==> src/rtl/evm_pkg.sv <==
// evm_pkg: shared types and default constants for the EVM ballot session timer.
//   ballot_state_t : session FSM state encoding (IDLE, OPEN, LOCKOUT)
//   SECONDS_W      : width of the seconds_left countdown
//   *_DEF          : default parameter values for a Basys 3 100 MHz build
package evm_pkg;

   typedef enum logic [1:0] {
      IDLE,
      OPEN,
      LOCKOUT
   } ballot_state_t;

   localparam int unsigned SECONDS_W         = 8;
   localparam int unsigned TICK_DIV_DEF      = 100_000_000;
   localparam int unsigned VOTE_WINDOW_S_DEF = 30;
   localparam int unsigned LOCKOUT_S_DEF     = 5;
   localparam int unsigned WARN_S_DEF        = 5;

endpackage

==> src/rtl/evm_ballot_timer_if.sv <==
// evm_ballot_timer_if: officer/voter pulses in, session status out.
//   enable_ballot, vote_cast, cancel : single-cycle request pulses (master -> slave)
//   ballot_open, lockout, seconds_left, vote_accepted, timeout_pulse, warn :
//                                      registered session status (slave -> master)
// modport master : button/debouncer side; modport slave : ballot timer.
interface evm_ballot_timer_if;
   import evm_pkg::*;

   logic                 enable_ballot;
   logic                 vote_cast;
   logic                 cancel;
   logic                 ballot_open;
   logic                 lockout;
   logic [SECONDS_W-1:0] seconds_left;
   logic                 vote_accepted;
   logic                 timeout_pulse;
   logic                 warn;

   modport master (
      output enable_ballot, vote_cast, cancel,
      input  ballot_open, lockout, seconds_left, vote_accepted, timeout_pulse, warn
   );

   modport slave (
      input  enable_ballot, vote_cast, cancel,
      output ballot_open, lockout, seconds_left, vote_accepted, timeout_pulse, warn
   );

endinterface

==> src/rtl/evm_ballot_timer_tick_prescaler.sv <==
// tick_prescaler: free-running divider producing a one-cycle tick enable.
//   clk_100MHz : system clock
//   reset      : synchronous active-high reset, count -> 0
//   clear      : synchronous restart of the count at 0
//   tick       : high for the cycle in which count == TICK_DIV-1
module tick_prescaler #(
   parameter int unsigned TICK_DIV = 100_000_000
) (
   input  logic clk_100MHz,
   input  logic reset,
   input  logic clear,
   output logic tick
);

   localparam int unsigned CNT_W = $clog2(TICK_DIV);

   logic [CNT_W-1:0] count_q;
   logic [CNT_W-1:0] count_d;

   always_comb begin
      tick = (count_q == CNT_W'(TICK_DIV - 1));
   end

   always_comb begin
      count_d = count_q + CNT_W'(1);
      if (clear || tick) begin
         count_d = '0;
      end
   end

   always_ff @(posedge clk_100MHz) begin
      if (reset) begin
         count_q <= '0;
      end else begin
         count_q <= count_d;
      end
   end

endmodule

==> src/rtl/evm_ballot_timer.sv <==
// evm_ballot_timer: per-voter ballot session controller (IDLE -> OPEN -> LOCKOUT).
//   clk_100MHz : Basys 3 system clock
//   reset      : synchronous active-high reset; discards any ballot silently
//   bus        : evm_ballot_timer_if.slave (request pulses in, registered status out)
// Optional feature: define EVM_BALLOT_WARN_EN to enable the last-seconds warn
// toggle; otherwise warn is tied low and WARN_S is unused.
module evm_ballot_timer
   import evm_pkg::*;
#(
   parameter int unsigned TICK_DIV      = TICK_DIV_DEF,
   parameter int unsigned VOTE_WINDOW_S = VOTE_WINDOW_S_DEF,
   parameter int unsigned LOCKOUT_S     = LOCKOUT_S_DEF,
   parameter int unsigned WARN_S        = WARN_S_DEF
) (
   input  logic                clk_100MHz,
   input  logic                reset,
   evm_ballot_timer_if.slave   bus
);

   ballot_state_t        state_q, state_d;
   logic [SECONDS_W-1:0] seconds_left_q, seconds_left_d;
   logic                 ballot_open_q, ballot_open_d;
   logic                 lockout_q, lockout_d;
   logic                 vote_accepted_q, vote_accepted_d;
   logic                 timeout_pulse_q, timeout_pulse_d;
   logic                 vote_ev, timeout_ev;
   logic                 tick;
   logic                 state_entry;

   // Restarting the prescaler on every state change makes each phase's
   // first second exactly TICK_DIV cycles long.
   assign state_entry = (state_d != state_q);

   tick_prescaler #(
      .TICK_DIV (TICK_DIV)
   ) u_prescaler (
      .clk_100MHz (clk_100MHz),
      .reset      (reset),
      .clear      (state_entry),
      .tick       (tick)
   );

   // State and output registers
   always_ff @(posedge clk_100MHz) begin
      if (reset) begin
         state_q         <= IDLE;
         seconds_left_q  <= '0;
         ballot_open_q   <= 1'b0;
         lockout_q       <= 1'b0;
         vote_accepted_q <= 1'b0;
         timeout_pulse_q <= 1'b0;
      end else begin
         state_q         <= state_d;
         seconds_left_q  <= seconds_left_d;
         ballot_open_q   <= ballot_open_d;
         lockout_q       <= lockout_d;
         vote_accepted_q <= vote_accepted_d;
         timeout_pulse_q <= timeout_pulse_d;
      end
   end

   // Next-state logic; OPEN priority is cancel > vote > final tick
   always_comb begin
      state_d    = state_q;
      vote_ev    = 1'b0;
      timeout_ev = 1'b0;
      unique case (state_q)
         IDLE: begin
            if (bus.enable_ballot) state_d = OPEN;
         end
         OPEN: begin
            if (bus.cancel) begin
               state_d = IDLE;
            end else if (bus.vote_cast) begin
               state_d = LOCKOUT;
               vote_ev = 1'b1;
            end else if (tick && seconds_left_q == SECONDS_W'(1)) begin
               state_d    = LOCKOUT;
               timeout_ev = 1'b1;
            end
         end
         LOCKOUT: begin
            if (tick && seconds_left_q == SECONDS_W'(1)) state_d = IDLE;
         end
         default: state_d = IDLE;
      endcase
   end

   // Output logic, registered alongside the state
   always_comb begin
      ballot_open_d   = (state_d == OPEN);
      lockout_d       = (state_d == LOCKOUT);
      vote_accepted_d = vote_ev;
      timeout_pulse_d = timeout_ev;
      seconds_left_d  = seconds_left_q;
      if (state_entry) begin
         unique case (state_d)
            OPEN:    seconds_left_d = SECONDS_W'(VOTE_WINDOW_S);
            LOCKOUT: seconds_left_d = SECONDS_W'(LOCKOUT_S);
            default: seconds_left_d = '0;
         endcase
      end else if (tick && seconds_left_q != '0) begin
         seconds_left_d = seconds_left_q - SECONDS_W'(1);
      end
   end

`ifdef EVM_BALLOT_WARN_EN
   logic warn_q, warn_d;

   // Holds while OPEN, first tick at/below WARN_S sets it, later ticks toggle.
   always_comb begin
      warn_d = (state_d == OPEN) ? warn_q : 1'b0;
      if (state_q == OPEN && state_d == OPEN && tick &&
          seconds_left_d <= SECONDS_W'(WARN_S)) begin
         warn_d = (seconds_left_q > SECONDS_W'(WARN_S)) ? 1'b1 : ~warn_q;
      end
   end

   always_ff @(posedge clk_100MHz) begin
      if (reset) begin
         warn_q <= 1'b0;
      end else begin
         warn_q <= warn_d;
      end
   end

   assign bus.warn = warn_q;
`else
   assign bus.warn = 1'b0;
`endif

   assign bus.ballot_open   = ballot_open_q;
   assign bus.lockout       = lockout_q;
   assign bus.seconds_left  = seconds_left_q;
   assign bus.vote_accepted = vote_accepted_q;
   assign bus.timeout_pulse = timeout_pulse_q;

endmodule
==> src/flat_wrapper.sv <==
// flat-port wrapper written by rule: the top's interface ports become plain ports
module evm_ballot_timer_flat import evm_pkg::*;
#(
   parameter int unsigned TICK_DIV      = TICK_DIV_DEF,
   parameter int unsigned VOTE_WINDOW_S = VOTE_WINDOW_S_DEF,
   parameter int unsigned LOCKOUT_S     = LOCKOUT_S_DEF,
   parameter int unsigned WARN_S        = WARN_S_DEF
)
  (clk_100MHz, reset, bus_enable_ballot, bus_vote_cast, bus_cancel, bus_ballot_open, bus_lockout, bus_seconds_left, bus_vote_accepted, bus_timeout_pulse, bus_warn);
  evm_ballot_timer_if bus_i ();
  input  logic clk_100MHz;
  input  logic reset;
  input wire logic [$bits(bus_i.enable_ballot)-1:0] bus_enable_ballot;
  input wire logic [$bits(bus_i.vote_cast)-1:0] bus_vote_cast;
  input wire logic [$bits(bus_i.cancel)-1:0] bus_cancel;
  output wire logic [$bits(bus_i.ballot_open)-1:0] bus_ballot_open;
  output wire logic [$bits(bus_i.lockout)-1:0] bus_lockout;
  output wire logic [$bits(bus_i.seconds_left)-1:0] bus_seconds_left;
  output wire logic [$bits(bus_i.vote_accepted)-1:0] bus_vote_accepted;
  output wire logic [$bits(bus_i.timeout_pulse)-1:0] bus_timeout_pulse;
  output wire logic [$bits(bus_i.warn)-1:0] bus_warn;
  assign bus_i.enable_ballot = bus_enable_ballot;
  assign bus_i.vote_cast = bus_vote_cast;
  assign bus_i.cancel = bus_cancel;
  assign bus_ballot_open = bus_i.ballot_open;
  assign bus_lockout = bus_i.lockout;
  assign bus_seconds_left = bus_i.seconds_left;
  assign bus_vote_accepted = bus_i.vote_accepted;
  assign bus_timeout_pulse = bus_i.timeout_pulse;
  assign bus_warn = bus_i.warn;
  evm_ballot_timer #(.TICK_DIV(TICK_DIV), .VOTE_WINDOW_S(VOTE_WINDOW_S), .LOCKOUT_S(LOCKOUT_S), .WARN_S(WARN_S)) u_core (.clk_100MHz(clk_100MHz), .reset(reset), .bus(bus_i));
endmodule
==> config.mk <==
export PLATFORM = sky130hd
export DESIGN_NAME = evm_ballot_timer_flat
export DESIGN_NICKNAME = d
export VERILOG_FILES = /design/src/rtl/evm_pkg.sv /design/src/rtl/evm_ballot_timer_if.sv /design/src/rtl/evm_ballot_timer_tick_prescaler.sv /design/src/rtl/evm_ballot_timer.sv /design/src/flat_wrapper.sv
export SDC_FILE = /design/constraint.sdc
export NUM_CORES = 1
export LEC_CHECK = 0
export ABC_AREA = 1
export BUFFER_PORTS_ARGS = -buffer_cell sky130_fd_sc_hd__clkbuf_2
export CAP_MARGIN = 40
export CORE_MARGIN = 10
export CORE_UTILIZATION = 59
export DETAILED_ROUTE_END_ITERATION = 6
export GPL_TIMING_DRIVEN = 1
export PLACE_DENSITY = 0.79
export SYNTH_ARGS = -nofsm -noshare
export SYNTH_HDL_FRONTEND = slang
export SYNTH_SLANG_ARGS = --single-unit
==> constraint.sdc <==
create_clock -name clk_100MHz -period 2.3 [get_ports clk_100MHz]
set_clock_uncertainty 0.15 [all_clocks]
set_input_delay 0.115 -clock clk_100MHz [delete_from_list [all_inputs] [get_ports clk_100MHz]]
set_output_delay 0.115 -clock clk_100MHz [all_outputs]
set_load 0.05 [all_outputs]
# Word level (Yosys, flattened, before mapping)
# Index checks and enable logic that the tools add are counted.
[word_totals]
reg_bits = 41
inputBits = 5
elab_cells = 37
output_inout_bits = 13
[op_classes]
n_reduce_logical = 9
muxes = 11
n_addsub = 2
eq_ne = 7
n_bitwise = 1
[ops]
columns = ["operator", "n"]
rows = [
  ["$add A27 B1 Y27 const B", 1],
  ["$eq A27 B27 Y1 const B", 1],
  ["$mux W8", 2],
  ["$mux W2", 5],
  ["$pmux W5 S2", 1],
  ["$eq A8 B1 Y1 const B", 1],
  ["$reduce_bool A8 Y1", 1],
  ["$sub A8 B1 Y8 const B", 1],
  ["$pmux W2 S3", 1],
  ["$eq A2 B1 Y1 const B", 2],
  ["$eq A2 B2 Y1 const B", 2],
  ["$reduce_or A4 Y1", 1],
  ["$reduce_or A3 Y1", 1],
  ["$logic_and A1 B1 Y1", 2],
  ["$logic_not A2 Y1", 1],
  ["$mux W1", 2],
  ["$ne A2 B2 Y1", 1],
  ["$reduce_bool A2 Y1", 1],
  ["$reduce_or A2 Y1", 1],
  ["$logic_or A1 B1 Y1", 1],
  ["$not A1 Y1", 1],
]

# Depth between registers and ports, before layout
[logic_depth]
ltp_word = 9
mapped_depth = 15
mapped_depth_nobuf = 15

# By module
# From an unflattened synthesis, not the netlist that was laid out.
[hier_totals]
cells_unflattened = 381
hier_area_um2 = 2391.0
[modules_own_cells]
columns = ["module", "seq_area_each_um2", "area_each_um2", "instances", "cells_per_inst"]
rows = [
  ["tick_prescaler", 540.5, 1536.5, 1, 255],
  ["evm_ballot_timer", 280.3, 854.6, 1, 126],
]

# Worst setup path before layout
# Ideal clock, no wire load.
[synth_timing]
path_kind = "reg-to-reg"
start = "reg u_core.seconds_left_q[0], in the netlist u_core.bus.seconds_left[0]"
end = "reg u_core.seconds_left_q[1], in the netlist u_core.bus.seconds_left[1]"
t_required_ns = 2.038
path_stages_with_launch = 14
path_buffers = 0
t_arrival_ns = 1.924
setup_ns = 0.112
period_less_slack_ns = 2.185
setup_slack_ns = 0.115
path_cell_list = "dfxtp_1 > ha_1 > nand2_1 > nor2_1 > nand3_2 > nand2_1 > nand2_1 > nand2_1 > inv_1 > ha_1 > nand2_1 > nand2_1 > nor2_1 > nor2_1"
[synth_between]
elab_chain_len = 9
word_cells_on_any_way = 17
classes_between = "1 x add/sub; 4 x eq/ne; 8 x mux; 4 x reduce/logical"
[synth_rtl]
columns = ["item", "line", "text"]
rows = [
  ["start, declared", "evm_ballot_timer.sv:21", "logic [SECONDS_W-1:0] seconds_left_q, seconds_left_d;"],
  ["start signal, assigned", "evm_ballot_timer.sv:54", "seconds_left_q <= seconds_left_d;"],
  ["$eq A8 B1 Y1 (*)", "evm_ballot_timer.sv:77, evm_ballot_timer.sv:83", ""],
  ["$logic_and A1 B1 Y1 (*)", "evm_ballot_timer.sv:77, evm_ballot_timer.sv:83", ""],
  ["$mux W2", "evm_ballot_timer.sv:77", "end else if (tick && seconds_left_q == SECONDS_W'(1)) begin"],
  ["$mux W2", "evm_ballot_timer.sv:74", "end else if (bus.vote_cast) begin"],
  ["$mux W2", "evm_ballot_timer.sv:72", "if (bus.cancel) begin"],
  ["$pmux W2 S3 (*)", "evm_ballot_timer.sv:67", "unique case (state_q)"],
  ["via u_core.state_d[1]", "evm_ballot_timer.sv:20", "ballot_state_t state_q, state_d;"],
  ["$eq A2 B1 Y1 (*)", "n/a", ""],
  ["via u_core.ballot_open_d", "evm_ballot_timer.sv:22", "logic ballot_open_q, ballot_open_d;"],
  ["$pmux W5 S2 (*)", "evm_ballot_timer.sv:97", "unique case (state_d)"],
  ["$mux W8 (*)", "evm_ballot_timer.sv:96", "if (state_entry) begin"],
]
# The timed path passes the listed nets; every way through them passes the cells marked *. The select of a mux whose other input is x is not followed.
# A chain may end at the register's enable or synchronous reset.

# Final worst setup path
[layout_timing]
start = "reg u_core.u_prescaler.count_q[0]"
end = "reg u_core.seconds_left_q[3], in the netlist u_core.bus.seconds_left[3]"
[layout_between]
elab_chain_len = 9
word_cells_on_any_way = 14
classes_between = "4 x eq/ne; 7 x mux; 3 x reduce/logical"
[layout_rtl]
columns = ["item", "line", "text"]
rows = [
  ["start, declared", "evm_ballot_timer_tick_prescaler.sv:17", "logic [CNT_W-1:0] count_q;"],
  ["start signal, assigned", "evm_ballot_timer_tick_prescaler.sv:35", "count_q <= count_d;"],
  ["$eq A27 B27 Y1 (*)", "evm_ballot_timer_tick_prescaler.sv:21", "tick = (count_q == CNT_W'(TICK_DIV - 1));"],
  ["$logic_and A1 B1 Y1 (*)", "evm_ballot_timer.sv:77, evm_ballot_timer.sv:83", ""],
  ["$mux W2", "evm_ballot_timer.sv:77", ""],
  ["$mux W2", "evm_ballot_timer.sv:74", ""],
  ["$mux W2", "evm_ballot_timer.sv:72", ""],
  ["$pmux W2 S3 (*)", "evm_ballot_timer.sv:67", ""],
  ["via u_core.state_d[1]", "evm_ballot_timer.sv:20", ""],
  ["$eq A2 B1 Y1 (*)", "n/a", ""],
  ["via u_core.ballot_open_d", "evm_ballot_timer.sv:22", ""],
  ["$pmux W5 S2 (*)", "evm_ballot_timer.sv:97", ""],
  ["$mux W8 (*)", "evm_ballot_timer.sv:96", ""],
]
# The timed path passes the listed nets; every way through them passes the cells marked *.

==> metrics <==
CORE AREA=between 3000 and 4000 µm²; Routability Congestion=0.8826; synthesized instance count=roughly 320; fin crit period=~2.1 ns; die width=slightly above 80 µm; Max Cap Viol=0; Compound-Gate Fraction of Synth Area=under 10%; CTS tree=done; Worst Hold Class=in -> reg; root buf cell=clkbuf_8; final wirelength=slightly below 5000 µm; Worst VDD drop=0.0004040 V; Critical Path Fanout Max=6; post-synthesis adder-cell area fraction=under 10%; Pwr per Cell Area=592.7 nW/µm²; hpwl dp=between 3000 and 4000 µm; Max stage delay cell, worst path=dfxtp_2; final non-filler cell total=about 400; XOR/XNOR Fraction of Synth Area=under 10%; most common cell after layout, fill and taps aside=nor2_1; highest clock rate=0.4704 GHz; Worst path max stage delay=0.34 ns; critical path data required time=around 2.4 ns; CTS buffer count=5; largest family of logic cells by synthesized area=simple AND/OR/NAND/NOR gates; Crit Path Category=reg -> reg; CP Data Arrival Time=2.18 ns; DR iter-0 viols=about 130; vias in the first global route=1851; P_leak=0.001034 µW; number of routed nets with antenna violations=0; asr flop ratio synth=0%; Critical Path End Type=flop; CP cell instances=ha_2, nand2_2, nor2_4, nand2_4, nor2_4, nand3_2, nand2_1, nand2_2, nand2_2, inv_1, ha_2, nand2_1, nand2_1, nor2_1, nor2_1; FP Rows=22; Tcrit/Tclk final=approximately 92%; M1 WL=2409 µm; Seq/Total Area, Yosys=a little over a third; WL per Instance=12.54 µm; fill count=approximately 330; post-synthesis simple-gate area fraction=a little over two fifths; All-Layer GR Usage=around 15%; antenna cell count=0; Clk pin slew, worst setup/hold paths=0.08 ns; placed insts=380; Final Hold Viols=0; initial antenna violation count=0; delay-heaviest family, CP=simple AND/OR/NAND/NOR gates; critical path startpoint category=flop; Post-CTS Setup Bufs=0; Setup TNS=0 ns; final setup fails=0; dominant synthesized flop cell=dfxtp_1; IO Pins=18; die area=6784 µm²; highest-count cells in the layout ignoring fill and taps=61 x nor2_1, 59 x nand2_1, 40 x dfxtp_1; largest net degree at the start of global routing=28; WL met3=a little under 200 µm; CTS Sinks=between 40 and 50; Area Overhead vs Synth=12.49%; H-tree lvl count=2; register bit total from synthesis=just over 40; synth warn=0; Syn Area/Cell=roughly 7 µm²; outcome=complete, no violations; Clock Latency Late Sink=approximately 0.3 ns; Die Ht=82.37 µm; final core occ=a little over two thirds; Synth cell types=38; hold slack final=roughly 0.16 ns; Crit path buffers/inverters=1; Slew Viols, Final=0; Congestion Overflow GR=0; top sig layer=met4; nets@finish=354; ratio of cells with drive above 1 in the final layout=18.60%; post-synthesis mux area share=0%; vias per cell=~5.2; met2 wire length=between 2000 and 2500 µm; vias=between 2000 and 2500; TritonRoute pass-1 iters=4; mapped cell area=between 2000 and 2500 µm²; I/O Buffers=16; first-pass GRT wire length=a little over 8000 µm; EDFF count, synth=0; initial core utilization=between 60% and 70%; syn_nets=330; Remaining DRCs=0; clk buf depth=2
-- final cells by class --
type,instances,area [µm²],area share [%]
multi-input combinational,233,1314,50.90
clock inverter,1,5.005,0.1939
tap,48,60.06,2.327
clock buffer,7,96.34,3.732
timing repair buffer,21,127.6,4.944
sequential,41,822.0,31.85
inverter,41,156.4,6.059
-- registers in the layout (all words and copies together) (netlist names) --
register,cells
u_core.bus.timeout_pulse,1
u_core.u_prescaler.count_q,27
u_core.bus.ballot_open,1
u_core.bus.lockout,1
u_core.bus.seconds_left,8
u_core.state_q,2
u_core.bus.vote_accepted,1
-- tightest hold or removal path, delay by kind of cell --
family | cells | cell delay (ns)
and+or+nand+nor | 4 | 0.24
buffers and inverters | 3 | 0.21
-- report_power, final --
| part | internal [µW] | switching [µW] | total (µW) |
|---|---|---|---|
| logic | 74.1 | 185 | 259 |
| registers | 728 | 18.6 | 747 |
| clock network | 271 | 253 | 524 |
-- through the flow --
| step | setup WS [ns] | cell area [µm²] | total power [µW] |
|---|---|---|---|
| detailed placement | 0.08006 | 2400 | 1009 |
| global route | -0.02634 | 2581 | 1596 |
| finish | 0.1742 | 2581 | 1530 |
| floorplan | 0.1148 | 2295 | 967.4 |
| global placement | 0.1820 | 2400 | 1007 |
| CTS | 0.06588 | 2541 | 1532 |
-- final timing paths --
kind / start / to / slack [ns] / depth (start not counted)
max reg2reg: u_core.u_prescaler.count_q[0]$_SDFF_PP0_ / u_core.bus.seconds_left[3]$_SDFFE_PP0P_ / 0.17 / 15
min reg2reg: u_core.u_prescaler.count_q[0]$_SDFF_PP0_ / u_core.u_prescaler.count_q[0]$_SDFF_PP0_ / 0.27 / 1
max: u_core.u_prescaler.count_q[0]$_SDFF_PP0_ / u_core.bus.seconds_left[3]$_SDFFE_PP0P_ / 0.17 / 15
min: bus_enable_ballot / u_core.state_q[0]$_SDFF_PP0_ / 0.16 / 7
-- layer usage --
| metal | GRT usage [%] | vias to the layer above |
|---|---|---|
| li1 | - | 1070 |
| met1 | 20.09 | 927 |
| met2 | 23.41 | 30 |
| met3 | 3.024 | 6 |
| met4 | 6.293 | 0 |
| met5 | 0 | - |
-- timing repair --
item                                    CTS  global route
endpoints found under the setup margin    0            14
hold buffers                              4             0
resized for setup                         0            13
endpoints found under the hold margin     7             0
-- cell usage after synthesis (2+ instances only) --
library cell | count | share of area, %
xor2_1 | 11 | 4.2
ha_1 | 6 | 3.3
a21oi_2 | 6 | 2.3
a31oi_1 | 2 | 0.55
or2_2 | 2 | 0.55
nor3_2 | 3 | 1.3
nor2_1 | 62 | 10
o21ai_0 | 4 | 0.87
and3_1 | 2 | 0.55
dfxtp_1 | 41 | 36
nand3_1 | 15 | 3.3
xnor2_1 | 4 | 1.5
nand4_1 | 11 | 3.0
nand2_1 | 63 | 10
nor3b_1 | 5 | 1.6
nor3_1 | 9 | 2.0
a21oi_1 | 4 | 0.87
inv_1 | 39 | 6.4
nand2_2 | 3 | 0.82
nor2_2 | 4 | 1.1
nor4_1 | 6 | 1.6
-- kinds of logic after synthesis --
kind of cell | after synthesis
AND/OR/NAND/NOR | 195
buffers and inverters | 45
flip-flops | 41
AO/OA/AOI/OAI | 16
XOR/XNOR | 15
adder cells (fa/ha/maj) | 6
other | 1
Note: power is estimated with default switching activity, not from simulation.
